`src/rtl/seven_segment_scanner_n.sv`:
```
// rtl/seven_segment_scanner_n.sv - N-digit multiplexed seven-segment scanner with PWM and frame snapshot
//
// Ports:
//   clk           system clock
//   resetn        asynchronous active-low reset, synchronous release
//   digits_in     nibble i = digit i (digit 0 rightmost)
//   dp_in         1 = decimal point of digit i lit
//   digit_en      0 = digit i forced dark
//   hex_mode      1 = decode A-F, 0 = BCD with codes 10-15 blank
//   blank_lz      1 = suppress leading zeros
//   brightness    on-time in 1/16 of a slot, 0 = dark
//   a_to_g        segments bit0=a..bit6=g, active-low
//   decimal_point active-low decimal point
//   anode         one-cold digit select, active-low
module seven_segment_scanner_n #(
    parameter int NUM_DIGITS  = 8,
    parameter int SLOT_CYCLES = 262144
) (
    input  logic                    clk,
    input  logic                    resetn,
    input  logic [4*NUM_DIGITS-1:0] digits_in,
    input  logic [NUM_DIGITS-1:0]   dp_in,
    input  logic [NUM_DIGITS-1:0]   digit_en,
    input  logic                    hex_mode,
    input  logic                    blank_lz,
    input  logic [3:0]              brightness,
    output logic [6:0]              a_to_g,
    output logic                    decimal_point,
    output logic [NUM_DIGITS-1:0]   anode
);

    localparam int PW = $clog2(SLOT_CYCLES);
    localparam int IW = $clog2(NUM_DIGITS);
    localparam logic [IW-1:0] LAST_IDX = IW'(NUM_DIGITS - 1);

    logic [PW-1:0]           prescaler;
    logic [IW-1:0]           scan_idx;
    logic                    first_cycle;
    logic [4*NUM_DIGITS-1:0] snap_digits;
    logic [NUM_DIGITS-1:0]   snap_dp;
    logic [NUM_DIGITS-1:0]   snap_en;
    logic                    snap_hex;
    logic                    snap_blz;

    logic                    slot_end;
    logic                    frame_load;

    // Frame view actually decoded. In the very first cycle after reset the
    // snapshot is being loaded, so the live inputs are used directly; this
    // keeps slot 0 of the first frame full length.
    logic [4*NUM_DIGITS-1:0] cur_digits;
    logic [NUM_DIGITS-1:0]   cur_dp;
    logic [NUM_DIGITS-1:0]   cur_en;
    logic                    cur_hex;
    logic                    cur_blz;

    logic [NUM_DIGITS-1:0]   lz_blank;
    logic [3:0]              nibble;
    logic [3:0]              phase;
    logic                    show;
    logic                    seg_on;
    logic                    dp_on;
    logic [6:0]              seg_d;
    logic                    dp_d;
    logic [NUM_DIGITS-1:0]   anode_d;

    function automatic logic [6:0] decode(input logic [3:0] v);
        case (v)
            4'h0: decode = 7'h40;
            4'h1: decode = 7'h79;
            4'h2: decode = 7'h24;
            4'h3: decode = 7'h30;
            4'h4: decode = 7'h19;
            4'h5: decode = 7'h12;
            4'h6: decode = 7'h02;
            4'h7: decode = 7'h78;
            4'h8: decode = 7'h00;
            4'h9: decode = 7'h10;
            4'hA: decode = 7'h08;
            4'hB: decode = 7'h03;
            4'hC: decode = 7'h46;
            4'hD: decode = 7'h21;
            4'hE: decode = 7'h06;
            default: decode = 7'h0E;
        endcase
    endfunction

    assign slot_end   = &prescaler;
    assign frame_load = first_cycle | (slot_end & (scan_idx == LAST_IDX));

    always_ff @(posedge clk or negedge resetn) begin
        if (!resetn) begin
            prescaler   <= '0;
            scan_idx    <= '0;
            first_cycle <= 1'b1;
            snap_digits <= '0;
            snap_dp     <= '0;
            snap_en     <= '0;
            snap_hex    <= 1'b0;
            snap_blz    <= 1'b0;
        end else begin
            prescaler   <= prescaler + 1'b1;
            first_cycle <= 1'b0;
            if (slot_end) begin
                scan_idx <= (scan_idx == LAST_IDX) ? '0 : scan_idx + 1'b1;
            end
            if (frame_load) begin
                snap_digits <= digits_in;
                snap_dp     <= dp_in;
                snap_en     <= digit_en;
                snap_hex    <= hex_mode;
                snap_blz    <= blank_lz;
            end
        end
    end

    assign cur_digits = first_cycle ? digits_in : snap_digits;
    assign cur_dp     = first_cycle ? dp_in     : snap_dp;
    assign cur_en     = first_cycle ? digit_en  : snap_en;
    assign cur_hex    = first_cycle ? hex_mode  : snap_hex;
    assign cur_blz    = first_cycle ? blank_lz  : snap_blz;

    // Leading-zero run scanned from the leftmost digit down; digit 0 always shows.
    always_comb begin
        logic zero_run;
        lz_blank = '0;
        zero_run = cur_blz;
        for (int i = NUM_DIGITS - 1; i >= 0; i--) begin
            zero_run    = zero_run & (cur_digits[4*i +: 4] == 4'h0) & ~cur_dp[i];
            lz_blank[i] = (i != 0) & zero_run;
        end
    end

    assign nibble = cur_digits[4*scan_idx +: 4];
    assign phase  = prescaler[PW-1 -: 4];

    // An invalid BCD code darkens the segments but a set decimal point still
    // needs its anode driven.
    always_comb begin
        show    = cur_en[scan_idx] & (phase < brightness) & ~lz_blank[scan_idx];
        seg_on  = show & (cur_hex | (nibble <= 4'd9));
        dp_on   = show & cur_dp[scan_idx];
        seg_d   = seg_on ? decode(nibble) : 7'h7F;
        dp_d    = ~dp_on;
        anode_d = '1;
        if (seg_on | dp_on) begin
            anode_d = ~(NUM_DIGITS'(1) << scan_idx);
        end
    end

    // Anode and cathodes share one register stage so they always change together.
    always_ff @(posedge clk or negedge resetn) begin
        if (!resetn) begin
            a_to_g        <= 7'h7F;
            decimal_point <= 1'b1;
            anode         <= '1;
        end else begin
            a_to_g        <= seg_d;
            decimal_point <= dp_d;
            anode         <= anode_d;
        end
    end

endmodule

```
`config.mk`:
```
export PLATFORM = sky130hd
export DESIGN_NAME = seven_segment_scanner_n
export DESIGN_NICKNAME = d
export VERILOG_FILES = /design/src/rtl/seven_segment_scanner_n.sv
export SDC_FILE = /design/constraint.sdc
export NUM_CORES = 1
export LEC_CHECK = 0
export BUFFER_PORTS_ARGS = -buffer_cell sky130_fd_sc_hd__buf_2
export CORE_ASPECT_RATIO = 1.5
export CORE_UTILIZATION = 45
export DETAILED_ROUTE_END_ITERATION = 12
export PLACE_DENSITY_LB_ADDON = 0.1
export SYNTH_ARGS = -nofsm -noshare
export SYNTH_HDL_FRONTEND = slang
export SYNTH_SLANG_ARGS = --single-unit
```
`constraint.sdc`:
```
create_clock -name clk -period 4.6 [get_ports clk]
set_clock_uncertainty 0.1 [all_clocks]
set_input_delay 0.69 -clock clk [delete_from_list [all_inputs] [get_ports clk]]
set_output_delay 0.69 -clock clk [all_outputs]
set_load 0.01 [all_outputs]
```
==> results of run 1 <==
-- layout by cell type, fill, tap and decap left out, types with 4 or more instances in the layout --
| cell type | n |
|---|---|
| nand4_1 | 5 |
| nand2b_1 | 5 |
| nand3_1 | 16 |
| buf_4 | 7 |
| mux2_2 | 56 |
| dfrtp_1 | 71 |
| buf_2 | 70 |
| mux2i_1 | 15 |
| clkbuf_16 | 9 |
| a21oi_1 | 5 |
| nor2_1 | 14 |
| mux4_2 | 10 |
| inv_1 | 11 |
| xnor2_1 | 13 |
| dfstp_2 | 17 |
| mux4_1 | 8 |
| nor3_1 | 9 |
| ha_1 | 15 |
| nor4b_1 | 4 |
| o22ai_1 | 5 |
| nor4_1 | 4 |
| and3_1 | 4 |
| o21ai_0 | 4 |
| and4_1 | 4 |
| nand2_1 | 19 |
-- cell families after synthesis --
family / synth area share
adder cells (fa/ha/maj): 0.0376
multiplexers: 0.259
XOR/XNOR: 0.0280
buffers and inverters: 0.0443
AND/OR/NAND/NOR: 0.111
AO/OA/AOI/OAI: 0.0739
other: 0.000750
flip-flops: 0.445
-- power groups by stage --
| stage | Combinational (mW) | Sequential, mW | Clock (mW) |
|---|---|---|---|
| after floorplan | 0.186 | 0.883 | 0 |
| after CTS | 0.280 | 0.874 | 0.710 |
| after detailed placement | 0.279 | 0.888 | 0 |
| after global placement | 0.277 | 0.886 | 0 |
| final | 0.276 | 0.874 | 0.690 |
| after global routing | 0.305 | 0.881 | 0.742 |
-- cell usage after synthesis, drive strengths merged (2+ instances only) --
cell    number  area, um^2
dfrtp       71        1780
mux2        59         668
nand2       19        71.3
mux2i       18         191
mux4        18         435
dfstp       17         447
nand3       16        80.1
buf         15         161
ha          15         188
nor2        14        52.6
xnor2       13         114
inv         11        41.3
nor3         9        45.0
a21oi        6        33.8
nand4        6        52.6
nand2b       5        31.3
nor4         5        37.5
nor4b        5        58.8
o221ai       5        67.6
o22ai        5        31.3
a21o         4        30.0
and3         4        25.0
and4         4        35.0
o21ai        4        20.0
clkbuf       3        11.3
nor3b        3        22.5
xor2         3        26.3
a211o        2        17.5
a221o        2        20.0
a221oi       2        23.8
clkinv       2        7.51
nand3b       2        15.0
o221a        2        22.5
-- through the flow --
stage          hold slack (ps)  instance area (um^2)  cells  power (mW)
2_1_floorplan              294                  5000    382        1.07
3_3_place_gp               356                  5410    585        1.16
3_5_place_dp               371                  5410    585        1.17
4_1_cts                    286                  5690    601        1.86
5_1_grt                    314                  5690    601        1.93
6_report                   256                  5690    601        1.84
-- flip-flops by register name, indices dropped and copies added (netlist names) --
signal / flops
a_to_g: 7
anode: 8
decimal_point: 1
first_cycle: 1
prescaler: 18
scan_idx: 3
snap_blz: 1
snap_digits: 32
snap_dp: 8
snap_en: 8
snap_hex: 1
-- path summary, 6_finish.rpt --
| path | endpoint | slack, ps | cells after the start |
|---|---|---|---|
| max | anode[1] | 990 | 12 |
| min | prescaler[2] | 260 | 1 |
| max reg2reg | anode[1] | 990 | 12 |
| min reg2reg | prescaler[12] | 380 | 1 |
| max in group asynchronous | a_to_g[1] | 3160 | 2 |
| min in group clk | prescaler[12] | 380 | 1 |
-- final cells by class --
| type | count | share of cell area |
|---|---|---|
| multi-input combinational | 263 | 0.449 |
| sequential | 88 | 0.391 |
| timing repair buffer | 77 | 0.0708 |
| clock buffer | 13 | 0.0458 |
| tap | 144 | 0.0317 |
| inverter | 13 | 0.00858 |
| clock inverter | 3 | 0.00308 |
-- routing by layer --
layer / GRT usage / vias to the layer above / routed length [um]
met5: 0 / - / 0
met4: 0.0949 / 0 / 287
met3: 0.0463 / 20 / 354
met2: 0.378 / 69 / 5980
met1: 0.251 / 1668 / 4570
li1: - / 1577 / -
==> flow_summary_export.csv, run 1 <==
group,metric,value,unit
global_route,globalRoute.totalOverflow,0,
timing,setup_viol,0,
timing,grt_setup_unrepaired,"no",
setup_path,crit_arrival,3780,ps
power_and_ir_drop,sw_frac_of_total,0.252,
setup_path,cp_num_buf_inv,1,
die,die_area,11500,um^2
clock_network,clockRootBuffer,"clkbuf_16",
power_and_ir_drop,p_per_area,324,nW/um^2
setup_path,critical_path.endpoint_type,"register",
setup_path,crit_start,"scan_idx[1]",
drt,dr.pass1.iters,4,
setup_path,slowest_stage,"dfrtp_1",
clock_network,post_cts_buffers,0,
setup_path,path_class,"reg -> reg",
power_and_ir_drop,p_int,1.38,mW
yosys,yosysSeqAreaShare,0.445,
clock_network,path_clk_slew,60,ps
timing,slew_headroom,0.195,
timing,slew_viol_final,0,
timing,hold_viol,0,
drt,antenna_left,0,
setup_path,reg2reg_from,"scan_idx[1]",
die,die_w,88.0,um
setup_path,cp_max_fo,16,
die,fp-row-count,46,
drt,post-route-drc-count,0,
setup_path,startpoint_type,"register",
clock_network,cts_tree,"done",
status,status,"finished clean",
drt,routedWlPerCell,18.6,um
power_and_ir_drop,switching_power,0.463,mW
placement,dp_slack,1040,ps
timing,fin_tns_setup,0,ps
flow_run,drv_cap,0,
clock_network,ctsLongestPathBuffers,2,
die,die_height,131,um
drt,routed_wl,11.2,mm
power_and_ir_drop,vdd_drop_max,0.184,mV
timing,fin_ws,993,ps
yosys,synth_edf_count,0,
power_and_ir_drop,clkPwrFrac,0.375,
final_layout,nets,523,
yosys,synth_ff_type,"dfrtp_1",
power_and_ir_drop,seq_power_share,0.475,
clock_network,cts.repair.resized,0,
final_layout,fillCellCount,986,
yosys,syn_area,5000,um^2
power_and_ir_drop,leakage,2.46,nW
final_layout,final-seq-area,2220,um^2
yosys,yosysWarnings,0,
global_route,grt_max_degree,51,
yosys,yosys_register_bits,88,
final_layout,final_layout_size_suffix_gt1_frac,0.416,
yosys,syn-num-nets,453,
global_route,grt_pass1_wl,18.3,mm
final_layout,num_antenna_cells,0,
setup_path,path_cells,"nand2_1, o221ai_1, o22ai_1, nor2_1, inv_1, ha_1, nor2_1, nor2_1, a221oi_1, nand4_1, and4_1, nand3_1",
yosys,avgSynthCellArea,13.1,um^2
timing,post-route-period-util,0.784,
global_route,track_usage,0.215,
power_and_ir_drop,pwr-share-comb,0.150,
drt,dr_total_vias,3334,
die,start_util,0.467,
global_route,grt_pass1_vias,3516,
timing,fmax,0.277,GHz
clock_network,numCtsBuffers,9,
placement,portBuffers,71,
clock_network,cts_max_level,3,
clock_network,hold_buffers,0,
yosys,synth_cell_type_count,61,
final_layout,final_util,0.531,
yosys,async_flop_share,1.00,
global_route,grt_antenna_before_repair,0,
placement,routabilityCongestion,0.827,
final_layout,syn_to_final_growth,13.8,%
clock_network,insertion_delay,350,ps
setup_path,crit_top_cell,"nor2_1",
timing,tightest_slew,1210,ps
die,core-area,10700,um^2
placement,hpwl,8.33,mm
die,ios,72,
drt,vias_per_cell,5.55,
timing,finalCriticalPeriod,3610,ps
clock_network,cts.sinks,88,
final_layout,multi_input_area,2550,um^2
drt,drt_iter0_drc,135,
setup_path,required,4780,ps
yosys,postSynthCellCount,382,
setup_path,crit_family,"simple AND/OR/NAND/NOR gates",
hold_path,hp-class,"in -> async",
setup_path,crit_path_max_incr_delay,840,ps
No activity file was read; power rests on OpenSTA's default activity.
==> run 2, diff against run 1 <==
ABC_AREA = 1   (was unset)
clock period = 3 ns   (was 4.6 ns; I/O delays follow)
==> flow_summary_export.csv, run 2 <==
group,metric,value,unit
timing,slew_viol_final,0,
die,die_area,12100,um^2
yosys,synth_top_cells_by_count,"nand2_1, dfrtp_1, inv_1, nand3_1, o21ai_1",
yosys,netlist.area_leader.share,0.339,
clock_network,numCtsBuffers,9,
global_route,globalRoute.totalOverflow,0,
flow_run,drv_cap,0,
clock_network,cts.sinks,88,
clock_network,cts.repair.resized,0,
drt,dr.pass1.iters,5,
drt,antenna_left,0,
setup_path,crit_arrival,2810,ps
hold_path,hp-class,"in -> reg",
setup_path,slowest_stage,"dfstp_2",
drt,routedWlPerCell,14.2,um
yosys,async_flop_share,1.00,
setup_path,cp_max_fo,31,
timing,tightest_slew,573,ps
timing,post-route-period-util,0.873,
status,status,"finished clean",
yosys,avgSynthCellArea,7.72,um^2
yosys,synth_edf_count,0,
clock_network,cts_tree,"done",
timing,fmax,0.382,GHz
placement,portBuffers,71,
timing,hold_viol,0,
clock_network,cts_max_level,3,
die,die_height,134,um
timing,fin_ws,381,ps
clock_network,hold_buffers,1,
global_route,grt_pass1_vias,4443,
final_layout,syn_to_final_growth,14.7,%
timing,finalCriticalPeriod,2620,ps
die,die_w,90.1,um
yosys,syn_area,5240,um^2
yosys,yosys.area.top_type,"dfrtp_1",
setup_path,required,3190,ps
power_and_ir_drop,seq_power_share,0.432,
setup_path,startpoint_type,"register",
clock_network,post_cts_buffers,0,
yosys,synth_most_common_cell,"nand2_1",
power_and_ir_drop,vdd_drop_max,0.287,mV
hold_path,hold_depth,3,
clock_network,clockRootBuffer,"clkbuf_16",
setup_path,critical_path.endpoint_type,"register",
final_layout,final_util,0.538,
clock_network,insertion_delay,350,ps
power_and_ir_drop,p_per_area,501,nW/um^2
die,core-area,11200,um^2
final_layout,largest_register_ffs,32,
timing,setup_viol,0,
drt,routed_wl,12.8,mm
drt,post-route-drc-count,0,
yosys,postSynthCellCount,679,
placement,dp_slack,406,ps
power_and_ir_drop,leakage,3.11,nW
timing,grt_setup_unrepaired,"no",
setup_path,path_cells,"buf_4, o21ai_0, nand2_1, nand2_1, nor2_1, o21ai_0, nand2_1, inv_1, ha_1, a21oi_2, nand2_2, nand3_4, nand2_8, nand2_2",
final_layout,final_common_cell,"nand2_1",
die,ios,72,
timing,slew_headroom,0.614,
setup_path,crit_top_cell,"nand2_1",
power_and_ir_drop,switching_power,0.795,mW
yosys,yosys_register_bits,88,
placement,routabilityCongestion,0.951,
power_and_ir_drop,p_int,2.22,mW
final_layout,top_regs,"snap_digits x32, prescaler x18",
die,start_util,0.469,
power_and_ir_drop,pwr-share-comb,0.147,
die,fp-row-count,47,
yosys,synth_ff_type,"dfrtp_1",
final_layout,num_antenna_cells,0,
global_route,grt_antenna_before_repair,0,
yosys,synth_cell_type_count,42,
setup_path,r2r_cells,14,
final_layout,nets,819,
final_layout,regMostFlops,"snap_digits",
clock_network,ctsLongestPathBuffers,2,
drt,dr_total_vias,4495,
yosys,syn-num-nets,750,
yosys,yosysWarnings,0,
drt,drt_iter0_drc,256,
setup_path,crit_family,"simple AND/OR/NAND/NOR gates",
drt,vias_per_cell,4.99,
clock_network,path_clk_slew,70,ps
global_route,grt_pass1_wl,21.6,mm
placement,hpwl,9.73,mm
power_and_ir_drop,clkPwrFrac,0.421,
yosys,yosysSeqAreaShare,0.424,
setup_path,reg2reg_slack,380,ps
timing,fin_tns_setup,0,ps
final_layout,final_layout_size_suffix_gt1_frac,0.212,
yosys,synth_area_leaders,"dfrtp_1, nand2_1, dfstp_2, nand3_1, inv_1",
timing,whs,210,ps
power_and_ir_drop,sw_frac_of_total,0.264,
setup_path,path_class,"reg -> reg",
global_route,grt_max_degree,57,
setup_path,cp_num_buf_inv,2,
global_route,track_usage,0.227,
setup_path,cp.depth,14,
setup_path,crit_path_max_incr_delay,580,ps
final_layout,final_cell_mix,"nand2_1, dfrtp_1, buf_2",
==> run 2: cell families (layout without fill, tap and decap cells) <==
group                      after synthesis  after routing  synth area share
and+or+nand+nor                        361            361             0.313
buffers and inverters                   99            173            0.0982
adders and majority gates               15             15            0.0358
xor gates and xnor gates                15             15            0.0251
other                                    1              1          0.000716
AOI/OAI and AO/OA                      100            100             0.102
DFF                                     88             88             0.424
==> run 2: through the flow <==
stage	power [mW]	instance area (um^2)	cells
2_1_floorplan	1.62	5240	679
3_3_place_gp	1.76	5660	883
3_5_place_dp	1.77	5660	883
4_1_cts	3.04	6010	900
5_1_grt	3.15	6010	900
6_report	3.01	6010	900
==> run 2: area by class of cell <==
| class | count | area [um^2] |
|---|---|---|
| clock buffers | 11 | 254 |
| fillers | 1120 | 5160 |
| repair buffers | 88 | 500 |
| inverters | 69 | 262 |
| clock inverters | 5 | 85.1 |
| multi-input cells | 492 | 2500 |
| flip-flops and latches | 88 | 2220 |
| well taps | 147 | 184 |
==> run 2: metal layers <==
metal	track usage	routed length (um)
met5	0	0
met1	0.275	5620
met3	0.0351	425
met4	0.0986	339
met2	0.399	6420
==> run 2: path summary, 6_finish.rpt <==
| check | startpoint | to |
|---|---|---|
| worst min register to register | prescaler[0] | prescaler[0] |
| worst min-delay path | digits_in[25] | snap_digits[25] |
| min in group asynchronous | resetn | snap_dp[7] |
| max in group asynchronous | resetn | anode[6] |
| worst max register to register | first_cycle | anode[7] |
| worst max-delay path | first_cycle | anode[7] |
==> run 2: tightest hold or removal path: cells and delay by family <==
| kind | cells | cell delay [ps] |
|---|---|---|
| buffers and inverters | 1 | 90 |
| and+or+nand+nor | 2 | 90 |
==> run 2: power groups by stage <==
stage | Sequential [mW] | Clock [mW] | Combinational, mW
final | 1.30 | 1.27 | 0.442
after global routing | 1.31 | 1.34 | 0.504
after CTS | 1.30 | 1.30 | 0.447
after detailed placement | 1.32 | 0 | 0.443
after global placement | 1.32 | 0 | 0.438
after floorplan | 1.32 | 0 | 0.290
